File: src/rtl/bist_pkg.sv
// Shared types and constants for the vector BIST controller and its error tracker.
package bist_pkg;

    typedef enum logic [2:0] {
        StIdle,
        StFetch,
        StApply,
        StWait,
        StCheck,
        StDone
    } bist_state_t;

    localparam int ERR_CNT_W = 16;

    // Field slices of the default 20-bit {A, B, Y_expected} vector record
    localparam int DEF_A_W = 8;
    localparam int DEF_B_W = 4;
    localparam int DEF_Y_W = 8;
    localparam int Y_LO    = 0;
    localparam int Y_HI    = Y_LO + DEF_Y_W - 1;
    localparam int B_LO    = Y_HI + 1;
    localparam int B_HI    = B_LO + DEF_B_W - 1;
    localparam int A_LO    = B_HI + 1;
    localparam int A_HI    = A_LO + DEF_A_W - 1;

endpackage

File: src/rtl/bist_err_tracker.sv
// Saturating mismatch counter, first-error capture and one-cycle error pulse.
module bist_err_tracker
    import bist_pkg::*;
#(
    parameter int ADDR_W = 7
) (
    input  logic                 clk,
    input  logic                 reset,
    input  logic                 clear,
    input  logic                 check_en,
    input  logic                 mismatch,
    input  logic [ADDR_W-1:0]    idx,
    output logic                 err_pulse,
    output logic [ERR_CNT_W-1:0] err_count,
    output logic [ADDR_W-1:0]    first_err_idx,
    output logic                 first_err_valid
);

    logic hit;
    assign hit = check_en && mismatch;

    always_ff @(posedge clk) begin
        if (!reset || clear) begin
            err_pulse       <= 1'b0;
            err_count       <= '0;
            first_err_idx   <= '0;
            first_err_valid <= 1'b0;
        end else begin
            err_pulse <= hit;
            if (hit) begin
                if (err_count != '1) begin
                    err_count <= err_count + ERR_CNT_W'(1);
                end
                if (!first_err_valid) begin
                    first_err_idx   <= idx;
                    first_err_valid <= 1'b1;
                end
            end
        end
    end

endmodule

File: src/rtl/vector_bist_ctrl.sv
// Steps a synchronous vector ROM of {A, B, Y_expected} records through the DUT and
// reports mismatches.
module vector_bist_ctrl
    import bist_pkg::*;
#(
    parameter int A_W     = 8,
    parameter int B_W     = 4,
    parameter int Y_W     = 8,
    parameter int VEC_W   = 20,
    parameter int NUM_VEC = 70,
    parameter int ADDR_W  = 7,
    parameter int DUT_LAT = 0
) (
    input  logic                 clk,
    input  logic                 reset,
    input  logic                 start,
    output logic [ADDR_W-1:0]    vec_addr,
    input  logic [VEC_W-1:0]     vec_data,
    output logic [A_W-1:0]       dut_a,
    output logic [B_W-1:0]       dut_b,
    input  logic [Y_W-1:0]       dut_y,
    output logic                 busy,
    output logic                 done,
    output logic                 pass,
    output logic                 err_pulse,
    output logic [ERR_CNT_W-1:0] err_count,
    output logic [ADDR_W-1:0]    first_err_idx,
    output logic                 first_err_valid
);

    localparam int Y_MSB = Y_W - 1;
    localparam int B_LSB = Y_W;
    localparam int B_MSB = Y_W + B_W - 1;
    localparam int A_LSB = Y_W + B_W;
    localparam int A_MSB = VEC_W - 1;

    localparam logic [ADDR_W-1:0] LAST_IDX  = ADDR_W'((NUM_VEC == 0) ? 0 : NUM_VEC - 1);
    localparam logic [2:0]        WAIT_LOAD = 3'((DUT_LAT == 0) ? 0 : DUT_LAT - 1);

    bist_state_t       state;
    logic [ADDR_W-1:0] idx;
    logic [2:0]        wait_cnt;
    logic [Y_W-1:0]    exp_y;
    logic              mismatch;
    logic              check_en;
    logic              clear;

    assign mismatch = (dut_y != exp_y);
    assign check_en = (state == StCheck);
    // Results clear on the same edge a run is accepted, from IDLE or DONE
    assign clear    = start && ((state == StIdle) || (state == StDone));

    always_ff @(posedge clk) begin
        if (!reset) begin
            state    <= StIdle;
            idx      <= '0;
            wait_cnt <= '0;
            exp_y    <= '0;
            vec_addr <= '0;
            dut_a    <= '0;
            dut_b    <= '0;
            busy     <= 1'b0;
            done     <= 1'b0;
            pass     <= 1'b0;
        end else begin
            case (state)
                StIdle, StDone: begin
                    if (start) begin
                        idx      <= '0;
                        vec_addr <= '0;
                        if (NUM_VEC == 0) begin
                            state <= StDone;
                            busy  <= 1'b0;
                            done  <= 1'b1;
                            pass  <= 1'b1;
                        end else begin
                            state <= StFetch;
                            busy  <= 1'b1;
                            done  <= 1'b0;
                            pass  <= 1'b0;
                        end
                    end
                end
                StFetch: state <= StApply;
                StApply: begin
                    dut_a <= vec_data[A_MSB:A_LSB];
                    dut_b <= vec_data[B_MSB:B_LSB];
                    exp_y <= vec_data[Y_MSB:0];
                    if (DUT_LAT > 0) begin
                        wait_cnt <= WAIT_LOAD;
                        state    <= StWait;
                    end else begin
                        state <= StCheck;
                    end
                end
                StWait: begin
                    if (wait_cnt == 3'd0) begin
                        state <= StCheck;
                    end else begin
                        wait_cnt <= wait_cnt - 3'd1;
                    end
                end
                StCheck: begin
                    if (idx == LAST_IDX) begin
                        state <= StDone;
                        busy  <= 1'b0;
                        done  <= 1'b1;
                        // The tracker updates on this same edge, so fold in this vector
                        pass  <= (err_count == '0) && !mismatch;
                    end else begin
                        idx      <= idx + ADDR_W'(1);
                        vec_addr <= idx + ADDR_W'(1);
                        state    <= StFetch;
                    end
                end
                default: state <= StIdle;
            endcase
        end
    end

    bist_err_tracker #(
        .ADDR_W(ADDR_W)
    ) u_err_tracker (
        .clk             (clk),
        .reset           (reset),
        .clear           (clear),
        .check_en        (check_en),
        .mismatch        (mismatch),
        .idx             (idx),
        .err_pulse       (err_pulse),
        .err_count       (err_count),
        .first_err_idx   (first_err_idx),
        .first_err_valid (first_err_valid)
    );

endmodule

File: config.mk
export PLATFORM = sky130hd
export DESIGN_NAME = vector_bist_ctrl
export DESIGN_NICKNAME = d
export VERILOG_FILES = /design/src/rtl/bist_pkg.sv /design/src/rtl/bist_err_tracker.sv /design/src/rtl/vector_bist_ctrl.sv
export SDC_FILE = /design/constraint.sdc
export NUM_CORES = 1
export LEC_CHECK = 0
export BUFFER_PORTS_ARGS = -buffer_cell sky130_fd_sc_hd__buf_4
export CAP_MARGIN = 20
export CELL_PAD_IN_SITES_DETAIL_PLACEMENT = 1
export CELL_PAD_IN_SITES_GLOBAL_PLACEMENT = 1
export CORE_ASPECT_RATIO = 0.7
export CORE_MARGIN = 5
export CORE_UTILIZATION = 36
export CTS_BUF_LIST = sky130_fd_sc_hd__clkbuf_2
export DETAILED_ROUTE_END_ITERATION = 16
export HOLD_SLACK_MARGIN = 0.03
export PLACE_DENSITY = 0.77
export SLEW_MARGIN = 5
export SYNTH_ARGS = -nofsm -noshare
export SYNTH_HDL_FRONTEND = slang
export SYNTH_SLANG_ARGS = --single-unit
File: constraint.sdc
create_clock -name clk -period 1.85 [get_ports clk]
set_clock_uncertainty 0.2 [all_clocks]
set_input_delay 0.185 -clock clk [delete_from_list [all_inputs] [get_ports clk]]
set_output_delay 0.185 -clock clk [all_outputs]
set_load 0.01 [all_outputs]
==> results.py <==
metrics = {
    "grt": {
        "grt_start_max_net_pins": 33,
        "grt_first_pass_wirelength_mm": 17.30,
        "grt_pass1_vias": 3455,
        "grt_overflow": 0,
        "grtUsageTotal_pct": 21.05,
        "antenna_found_initial": 1,
    },
    "pwr": {
        "p_clk_share_pct": 28.2,
        "p_comb_share_pct": 18.2,
        "swShare_pct": 31.08,
        "p_sw_uw": 790.5,
        "p_seq_share_pct": 53.6,
        "internal-power_uw": 1753,
        "leakage_uw": 0.001961,
        "powerDensity_nw_per_um2": 538.1,
        "irDropWorstVdd_uv": 294.5,
    },
    "critical_path": {
        "rr_startpoint": "exp_y[3]",
        "cp_data_arrival_time_ps": 2440,
        "cp-startpoint": "exp_y[3]",
        "critPathKind": "flop to flop",
        "crit_required_ps": 2050,
        "worstPathMaxFanout": 8,
        "cp-end-kind": "flop",
        "start_kind": "flop",
    },
    "timing": {
        "fin_crit_sh_pct": 121.4,
        "rsz0062_at_grt": "yes",
        "setup_viol": 32,
        "min_period_ps": 2246,
        "slew_violations": 0,
        "finalWorstSetupSlack_ps": -396.4,
        "fmax_ghz": 0.4452,
        "tightest_slew_ps": 440.0,
        "relSlewSlack_pct": 70.61,
        "setup-tns-final_ps": -7174,
        "whs_ps": 160.3,
        "hold_viol": 0,
    },
    "synthesis": {
        "synth_edf_count": 0,
        "ys.flop_type": "dfxtp_1",
        "syn_area_um2": 2958,
        "avgSynthCellArea_um2": 8.500,
        "ys.warnings.count": 0,
        "seq_area_frac_synth_pct": 41.29,
        "synthTopCellsByCount": "nand2_1, dfxtp_1, a21oi_1",
        "synth_top_area_share_pct": 41.29,
        "yosys.cell_types.count": 50,
        "netlist_top_cells_area": "dfxtp_1, nand2_1, a21boi_0",
        "syn_inst": 348,
        "synth_nets": 385,
        "yosysMostFrequentCell": "nand2_1",
        "async_flop_share_pct": 0,
        "yosys.area.top_type": "dfxtp_1",
        "synth_seq_cells": 61,
    },
    "cts": {
        "cts_tree": "yes",
        "cts_max_level": 3,
        "ctsLongestPathBuffers": 2,
        "clk_latency_ps": 500,
        "numCtsBuffers": 9,
        "cts.sink_count": 61,
        "root_buffer": "clkbuf_2",
        "path_clk_slew_ps": 210,
    },
    "layout": {
        "finalNetCount": 548,
        "drive_gt1_share_pct": 43.60,
        "final_util_pct": 59.54,
        "final.fill_count": 931,
        "area_delta_synth_final_pct": 59.81,
        "instances_no_fill": 618,
    },
    "floorplan": {
        "pin_count": 78,
        "dieWidth_um": 118.3,
        "die_h_um": 85.84,
        "num_rows": 27,
        "coreArea_um2": 7939,
        "start_util_pct": 37.26,
        "die_area_um2": 10160,
    },
    "placement": {
        "place_congestion": 0.8233,
        "portBuffers": 77,
        "dp_slack_ps": -163.7,
        "dp.cells": 568,
        "dp_hpwl_mm": 7.227,
    },
    "run_status": {
        "status": "finished with violations",
        "violations": "setup timing",
    },
    "routing": {
        "wl_per_cell_um": 20.28,
        "vias_per_cell": 5.515,
        "drtPass1Iterations": 4,
        "route.detailed.drc": 0,
        "ant_nets": 0,
        "drt_iter0_markers": 247,
        "drt_wl_total_mm": 12.53,
        "vias": 3408,
    },
    "worst_hold_path": {
        "hp-class": "input pin to flop",
        "min_from": "dut_y[4]",
    },
    "run": {
        "max_cap_violations": 0,
    },
}
## kinds of logic (layout without fill, tap and decap cells)
kind of cell	count (synthesis)	after routing	share of synthesized area, %
flip-flops	61	61	41.29
XOR/XNOR	10	10	2.961
adder cells (fa/ha/maj)	7	7	2.876
AO/OA/AOI/OAI	95	95	22.25
other	0	1	0
buffers and inverters	27	194	4.441
AND/OR/NAND/NOR	146	147	25.51
multiplexers	2	2	0.6768
## final timing paths
check | to | slack [ps] | cells after the start
worst min-delay path | pass | 160 | 5
worst max register to register | u_err_tracker.err_count[11] | -400 | 6
worst min register to register | u_err_tracker.first_err_idx[4] | 280 | 2
worst max-delay path | u_err_tracker.err_count[11] | -400 | 6
## registers in the layout, summed over array words and instances, names as in the netlist
name                           cells
wait_cnt                           3
u_err_tracker.first_err_idx        7
u_err_tracker.err_pulse            1
dut_a                              8
u_err_tracker.first_err_valid      1
u_err_tracker.err_count           16
done                               1
state                              3
pass                               1
exp_y                              8
busy                               1
idx                                7
dut_b                              4
## worst max-delay path, cell delays in order (launching register included)
cell,delay (ps)
dfxtp_1,380
xor2_1,190
or4_4,570
o21ai_4,290
buf_12,180
o21ai_0,120
a21oi_1,210
## metrics by stage
step / total power, uW / instance area [um2]
after global placement: 1706 / 4113
after CTS: 2467 / 4473
after global routing: 2640 / 4727
final: 2543 / 4727
after floorplan: 1548 / 3024
after detailed placement: 1720 / 4113
## per-layer routing
layer	global-route usage, %	up-vias	share of wire (%)
met5	0	-	0
met4	6.354	0	3.1
met3	6.065	37	5.2
met2	36.60	121	50
met1	25.38	1681	42
li1	-	1569	-
## cell type report
| class | count | area (um2) | area share [%] |
|---|---|---|---|
| multi-input combinational | 261 | 1849 | 39.12 |
| timing repair buffer | 169 | 1391 | 29.43 |
| sequential | 61 | 1242 | 26.28 |
| tap | 101 | 126.4 | 2.673 |
| clock buffer | 11 | 55.05 | 1.165 |
| inverter | 9 | 33.78 | 0.7147 |
| clock inverter | 5 | 26.28 | 0.5559 |
| antenna | 1 | 2.502 | 0.05294 |
## timing repair
item | in CTS | in global routing
cloned | 0 | 3
hold buffers | 22 | 0
resized for setup | 14 | 40
endpoints found under the hold margin | 59 | 0
buffers inserted | 2 | 6
setup endpoints to repair | 44 | 52
pin swaps | 3 | 13
## power by group through the flow
stage          logic [uW]  clock network [uW]  registers [uW]
2_1_floorplan         158                   0            1390
3_3_place_gp          324                   0            1380
3_5_place_dp          336                   0            1380
4_1_cts               391                 718            1360
5_1_grt               492                 781            1370
6_report              464                 716            1360
## placed cells by master (no fill, tap or decap), types with 4 or more instances in the layout
| master | Yosys | final |
|---|---|---|
| nand4_1 | 4 | 4 |
| o21ai_0 | 15 | 7 |
| or4_4 | 1 | 4 |
| a21oi_1 | 27 | 21 |
| and4_1 | 4 | 4 |
| nand3_1 | 10 | 10 |
| o21ai_1 | 0 | 5 |
| nor2_1 | 15 | 12 |
| xor2_2 | 0 | 4 |
| nor4_1 | 7 | 5 |
| dlygate4sd3_1 | 0 | 22 |
| or4_1 | 11 | 8 |
| inv_1 | 9 | 9 |
| nand2b_1 | 6 | 6 |
| buf_4 | 1 | 141 |
| a21boi_0 | 24 | 22 |
| dfxtp_1 | 61 | 48 |
| ha_1 | 6 | 5 |
| a21oi_2 | 2 | 7 |
| nand2_1 | 64 | 62 |
| and3_1 | 6 | 4 |
| clkinv_2 | 0 | 4 |
| clkbuf_2 | 1 | 11 |
| dfxtp_2 | 0 | 11 |
| o31ai_1 | 8 | 6 |
| nor2b_1 | 5 | 5 |
Power figures use the tool's default switching activity.
